===== config.mk =====
export PLATFORM = sky130hd
export DESIGN_NAME = ifu_fetch
export DESIGN_NICKNAME = d
export VERILOG_FILES = /design/src/rtl/ifu_fetch.sv
export SDC_FILE = /design/constraint.sdc
export NUM_CORES = 1
export LEC_CHECK = 0
export BUFFER_PORTS_ARGS = -buffer_cell sky130_fd_sc_hd__buf_2
export CORE_MARGIN = 5
export CORE_UTILIZATION = 45
export CTS_CLUSTER_DIAMETER = 30
export CTS_CLUSTER_SIZE = 40
export DETAILED_ROUTE_END_ITERATION = 8
export MAX_ROUTING_LAYER = met4
export PLACE_DENSITY = 0.81
export SETUP_SLACK_MARGIN = 0.4
export SLEW_MARGIN = 25
export SYNTH_ARGS = -nofsm -noshare
export SYNTH_HDL_FRONTEND = slang
export SYNTH_SLANG_ARGS = --single-unit

===== constraint.sdc =====
create_clock -name clk_i -period 5.8 [get_ports clk_i]
set_input_delay 1.45 -clock clk_i [delete_from_list [all_inputs] [get_ports clk_i]]
set_output_delay 1.45 -clock clk_i [all_outputs]
set_load 0.05 [all_outputs]

===== src/rtl/ifu_fetch.sv =====
// Instruction fetch unit: holds the fetch PC, issues one imem read at a time,
// buffers the returned word for IF/ID and squashes in-flight fetches on redirect.
module ifu_fetch #(
  parameter int              PC_W     = 32,
  parameter int              INST_W   = 32,
  parameter logic [PC_W-1:0] RESET_PC = 32'h8000_0000
) (
  input  logic              clk_i,
  input  logic              rst_i,
  input  logic              redirect_valid_i,
  input  logic [PC_W-1:0]   redirect_pc_i,
  output logic              imem_req_valid_o,
  input  logic              imem_req_ready_i,
  output logic [PC_W-1:0]   imem_req_addr_o,
  input  logic              imem_resp_valid_i,
  input  logic [INST_W-1:0] imem_resp_data_i,
  output logic              f_valid_o,
  input  logic              D_ready_i,
  output logic [INST_W-1:0] f_inst_o,
  output logic [PC_W-1:0]   f_pc_o,
  output logic [PC_W-1:0]   f_pred_pc_o
);

  localparam logic [INST_W-1:0] NOP = INST_W'(32'h13);

  typedef enum logic [1:0] {REQ, WAIT, HOLD} state_t;

  state_t              r_state;
  logic [PC_W-1:0]     r_pc;
  logic [INST_W-1:0]   r_inst_buf;
  logic                r_drop;
  logic [PC_W-1:0]     w_pc_next;

  assign w_pc_next = r_pc + PC_W'(4);

  // Redirect wins over every other event; r_drop marks the one response still owed by memory as stale.
  always_ff @(posedge clk_i) begin
    if (!rst_i) begin
      r_state    <= REQ;
      r_pc       <= RESET_PC;
      r_drop     <= 1'b0;
      r_inst_buf <= NOP;
    end else if (redirect_valid_i) begin
      r_pc <= redirect_pc_i;
      case (r_state)
        REQ: begin
          if (imem_req_ready_i) begin
            r_state <= WAIT;
            r_drop  <= 1'b1;
          end
        end
        WAIT: begin
          if (imem_resp_valid_i) begin
            r_state <= REQ;
            r_drop  <= 1'b0;
          end else begin
            r_drop  <= 1'b1;
          end
        end
        HOLD:    r_state <= REQ;
        default: r_state <= REQ;
      endcase
    end else begin
      case (r_state)
        REQ: begin
          if (imem_req_ready_i) r_state <= WAIT;
        end
        WAIT: begin
          if (imem_resp_valid_i) begin
            if (r_drop) begin
              r_drop  <= 1'b0;
              r_state <= REQ;
            end else begin
              r_inst_buf <= imem_resp_data_i;
              r_state    <= HOLD;
            end
          end
        end
        HOLD: begin
          if (D_ready_i) begin
            r_pc    <= w_pc_next;
            r_state <= REQ;
          end
        end
        default: r_state <= REQ;
      endcase
    end
  end

  assign imem_req_valid_o = (r_state == REQ);
  assign imem_req_addr_o  = r_pc;
  assign f_valid_o        = (r_state == HOLD);
  assign f_inst_o         = f_valid_o ? r_inst_buf : NOP;
  assign f_pc_o           = f_valid_o ? r_pc : '0;
  assign f_pred_pc_o      = f_valid_o ? w_pc_next : '0;

endmodule


; ---- After elaboration in Yosys (flattened, before gate mapping)
; Index checks and enable logic that the tools add are counted.
[totals]
word_cells = 42
register_bits = 67
inputBits = 70
[classes]
addsub = 1
bitwise_logic = 2
eq_ne = 5
mux = 20
reduce_logical = 10
[ops]
columns = operator, n
row1 = $mux 32, 6
row2 = $add 32x3->32 const B, 1
row3 = $mux 2, 6
row4 = $reduce_bool 2->1, 5
row5 = $reduce_and 4->1, 2
row6 = $ne 3x2->1 const B, 2
row7 = $pmux 2 s3, 1
row8 = $mux 1, 5
row9 = $pmux 2 s2, 1
row10 = $reduce_and 2->1, 2
row11 = $eq 2x1->1 const B, 1
row12 = $eq 2x2->1 const B, 1
row13 = $logic_not 2->1, 1
row14 = $ne 2x2->1 const B, 1
row15 = $not 1->1, 2
row16 = $pmux 1 s2, 1

; ---- Logic depth before layout (Yosys ltp)
[logic_depth]
word_depth = 4
mapped_depth = 7
depth_no_buf = 5

; ---- Least setup slack after synthesis
; Ideal clock, no wire load.
[synth_path]
path_type = reg-to-output
start = reg r_pc[15] (netlist: imem_req_addr_o[15])
end = out f_pred_pc_o[31]
arrival_time_ns = 3.023
required_ns = 4.350
path_stages_with_launch = 7
n_path_buf = 2
path_slack_ns = 1.327
path_cell_list = dfxtp_1 -> clkbuf_2 -> nand4_4 -> or4_4 -> buf_6 -> or4_1 -> a21oi_1
[synth_between]
elab_chain_cells = 2
[synth_lines]
columns = element, line_no
row1 = start: declaration, 29  ; logic [PC_W-1:0] r_pc;
row2 = start signal: assignment, 44  ; r_pc <= redirect_pc_i;
row3 = start signal: assignment, 81  ; r_pc <= w_pc_next;
row4 = $add 32x3->32, 34  ; assign w_pc_next = r_pc + PC_W'(4);
row5 = $mux 32, 95  ; assign f_pred_pc_o = f_valid_o ? w_pc_next : '0;
row6 = end: declaration, 21  ; output logic [PC_W-1:0] f_pred_pc_o
; No other way between the ends.

; ---- Final worst setup path
[layout_path]
start = reg r_pc[2] (netlist: imem_req_addr_o[2])
end = out f_pred_pc_o[31]
; The elaborated chain is that of the path after synthesis.

==> flow_summary_export.csv <==
group,metric,value,unit
cts,post_cts_buffers,0,
final_layout,filler_cell_count,851,
cts,worst_setup_hold_path_clk_slew,0.09,ns
cts,cts_hold_repair.buffers,0,
timing,final.min_clock_period,4.35,ns
timing,timing.final.hold_violations,0,
detailed_routing,drt_first_pass_iters,5,
detailed_routing,dr.first_iter.drc_count,284,
setup_path,cp.required,4.35,ns
die,num_io_pins,200,
timing,tightestPinTransition,0.837,ns
cts,post_cts_resize_count,0,
yosys,synth_enable_flop_cells,0,
power,static-leakage-power,2.44,nW
setup_path,critPathMaxStageDelay,0.73,ns
final_layout,mostFrequentLayoutCell,"sky130_fd_sc_hd__buf_2",
final_layout,finish.net_count,808,
global_routing,grt_pass1_wl,21.6,mm
die,core,9200,um2
detailed_routing,wl_per_cell,16.3,um
global_routing,global_route.overflow_total,0,
power,power-per-cell-area,217,nW/um2
timing,final_min_period_over_clock_period,0.749,
power,vdd_drop_max,0.130,mV
final_layout,insertedDiodeCount,0,
cts,worstSkewPairLatency,0.35,ns
timing,fmax,230,MHz
detailed_routing,ant_nets,0,
power,p_switching,384,uW
die,floorplan.initialDensity,0.461,
placement,dp_hpwl,9.83,mm
timing,setup_tns,0,ns
power,power_switching_share,0.326,
die,floorplan.rows,35,
detailed_routing,dr_total_vias,4826,
final_layout,post_route_cells_drive_above_1_share,0.313,
yosys,post_synth_instance_area,4240,um2
cts,numClockSinks,67,
timing,timing.max_slew.rel_slack,0.438,
global_routing,groute.usage.overall,0.235,
die,die_width,107,um
yosys,post_synth_num_cell_types,49,
setup_path,setup.worst_path.start_class,"register",
global_routing,first_global_vias,4504,
power,p_comb_frac,0.166,
placement,port_buffers,199,
yosys,mappedNetlistNets,646,
final_layout,area_growth,28.1,%
power,intPower,795,uW
outcome,status,"completed",
yosys,postSynth.topFlopCell,"sky130_fd_sc_hd__dfxtp_1",
detailed_routing,detail_route.vias_per_cell,5.66,
die,fp.dieArea,11500,um2
setup_path,worst_path_max_delay_cell,"sky130_fd_sc_hd__or4_4",
cts,ctsRootBufferMaster,"sky130_fd_sc_hd__clkbuf_8",
die,chipHeight,107,um
setup_path,critical_path.endpoint_type,"output pin",
global_routing,antenna_found_initial,0,
job,drv.max_cap_violation_count,0,
timing,maximum_clock_skew_at_final_layout,0.0176,ns
timing,finalWorstSetupSlack,1.45,ns
timing,slew_viol_final,0,
yosys,synth.yosys.seq_area_share,0.316,
final_layout,most_used_cells_in_the_layout_excluding_fill_and_tap_cells,"198 x sky130_fd_sc_hd__buf_2, 86 x sky130_fd_sc_hd__nand2_1, 68 x sky130_fd_sc_hd__and2_1",
cts,tritoncts_clock_tree,"yes",
setup_path,path_cells,"nand3_1 -> or4_4 -> or4_1 -> a21oi_1 -> buf_2",
yosys,yosys_warnings,0,
power,power.share.clock,0.392,
yosys,ys_ff_latch,67,
global_routing,grt_start_max_net_pins,77,
cts,cts_htree_levels,3,
cts,ctsLongestPathBuffers,2,
detailed_routing,detail_route.drc_violations,0,
worst_hold_path,type_of_the_worst_min_delay_path,"register to register",
timing,setup_viol,0,
setup_path,worst-setup-path-type,"register to output pin",
timing,grt_setup_unrepaired,"false",
setup_path,worst-endpoint-arrival,2.90,ns
setup_path,critical_path.max_fanout,20,
power,share_seq_of_total_power,0.441,
detailed_routing,totalWireLength,13.9,mm
placement,pre_cts_setup_slack,1.91,ns
cts,cts_made_buffers,9,
placement,gpl.final_weighted_congestion,0.877,
yosys,syn_avg_cell_area,7.38,um2
yosys,syn-instance-count,575,
yosys,synth-async-reset-ratio,0,
==> state kept, by name (all words and copies together) (netlist names) <==
name             flops
r_inst_buf          32
r_state              2
imem_req_addr_o     32
r_drop               1
==> cell families (layout without fill, tap and decap cells) <==
logic type | after synthesis | count (layout) | share of synthesized area
compound gates | 130 | 130 | 0.196
buf+inv | 57 | 224 | 0.0548
flops | 67 | 67 | 0.316
fa+ha+maj | 1 | 1 | 0.00295
mux | 6 | 6 | 0.0153
simple gates | 297 | 297 | 0.380
xor+xnor | 17 | 17 | 0.0351
==> synth_stat cells, types with 2 or more instances <==
cell type | count | share of area
sky130_fd_sc_hd__nor2b_1 | 3 | 0.0044
sky130_fd_sc_hd__nand2_1 | 86 | 0.076
sky130_fd_sc_hd__or2_2 | 2 | 0.0029
sky130_fd_sc_hd__nand2b_1 | 4 | 0.0059
sky130_fd_sc_hd__and2_1 | 68 | 0.10
sky130_fd_sc_hd__xnor2_1 | 7 | 0.014
sky130_fd_sc_hd__o211a_1 | 4 | 0.0094
sky130_fd_sc_hd__a31oi_1 | 12 | 0.018
sky130_fd_sc_hd__nor4_1 | 3 | 0.0044
sky130_fd_sc_hd__a21boi_0 | 29 | 0.051
sky130_fd_sc_hd__or4b_2 | 2 | 0.0047
sky130_fd_sc_hd__a32oi_1 | 3 | 0.0062
sky130_fd_sc_hd__nand3_1 | 19 | 0.022
sky130_fd_sc_hd__or3_1 | 20 | 0.029
sky130_fd_sc_hd__nor2_1 | 26 | 0.023
sky130_fd_sc_hd__o21a_1 | 2 | 0.0035
sky130_fd_sc_hd__mux2i_1 | 2 | 0.0047
sky130_fd_sc_hd__dfxtp_1 | 67 | 0.32
sky130_fd_sc_hd__a21oi_1 | 21 | 0.025
sky130_fd_sc_hd__a311oi_1 | 2 | 0.0041
sky130_fd_sc_hd__o21ai_0 | 40 | 0.047
sky130_fd_sc_hd__mux2_2 | 4 | 0.011
sky130_fd_sc_hd__buf_2 | 2 | 0.0024
sky130_fd_sc_hd__inv_1 | 3 | 0.0027
sky130_fd_sc_hd__buf_4 | 2 | 0.0035
sky130_fd_sc_hd__o31ai_1 | 11 | 0.019
sky130_fd_sc_hd__xor2_1 | 10 | 0.021
sky130_fd_sc_hd__or4_1 | 15 | 0.027
sky130_fd_sc_hd__clkbuf_1 | 47 | 0.042
sky130_fd_sc_hd__and3_1 | 10 | 0.015
sky130_fd_sc_hd__nor3_1 | 9 | 0.011
sky130_fd_sc_hd__nand4_1 | 19 | 0.028
sky130_fd_sc_hd__and4_1 | 5 | 0.010
==> cell type report <==
class,instances,area [um2],share of cell area
Clock buffer,9,124,0.0228
Tap cell,111,139,0.0255
Sequential cell,67,1340,0.247
Multi-Input combinational cell,451,2680,0.492
Inverter,4,15.0,0.00276
Timing Repair Buffer,204,1040,0.191
Clock inverter,7,105,0.0193
==> worst max-delay path, delay by kind of cell (launching register included) <==
kind / cells / cell delay [ns]
AO/OA/AOI/OAI: 1 / 0.15
buffers and inverters: 1 / 0.28
flip-flops: 1 / 0.46
AND/OR/NAND/NOR: 3 / 1.66
==> through the flow <==
stage / power [mW] / instance area (um2) / instances / utilization / hold WS (ns)
after detailed placement: 0.726 / 5210 / 837 / 0.566 / 0.452
after CTS: 1.18 / 5440 / 853 / 0.591 / 0.466
after global placement: 0.720 / 5200 / 837 / 0.566 / 0.442
after floorplan: 0.658 / 4240 / 575 / - / 0.432
final: 1.18 / 5440 / 853 / 0.591 / 0.463
after global routing: 1.23 / 5440 / 853 / 0.591 / 0.486
==> power by group through the flow <==
stage	clock, mW	combinational (mW)	sequential, mW
final	0.463	0.196	0.520
after global routing	0.491	0.211	0.524
after CTS	0.466	0.197	0.519
after detailed placement	0	0.196	0.530
after global placement	0	0.193	0.527
after floorplan	0	0.0885	0.570
==> layer usage <==
metal / GRT usage / vias to the layer above / routed length, um
li1: - / 2355 / -
met1: 0.291 / 2212 / 5860
met2: 0.383 / 233 / 6570
met3: 0.0464 / 26 / 1190
met4: 0.0813 / 0 / 263
met5: - / - / 0
==> path summary, 6_finish.rpt <==
kind                      startpoint                  end  slack [ns]  cells past startpoint
hold reg to reg        r_inst_buf[6]        r_inst_buf[6]        0.46                      2
hold / removal         r_inst_buf[6]        r_inst_buf[6]        0.46                      2
setup / recovery  imem_req_addr_o[2]      f_pred_pc_o[31]        1.45                      5
setup reg to reg  imem_req_addr_o[2]  imem_req_addr_o[25]        3.28                      4
Note: power is estimated with default switching activity, not from simulation.
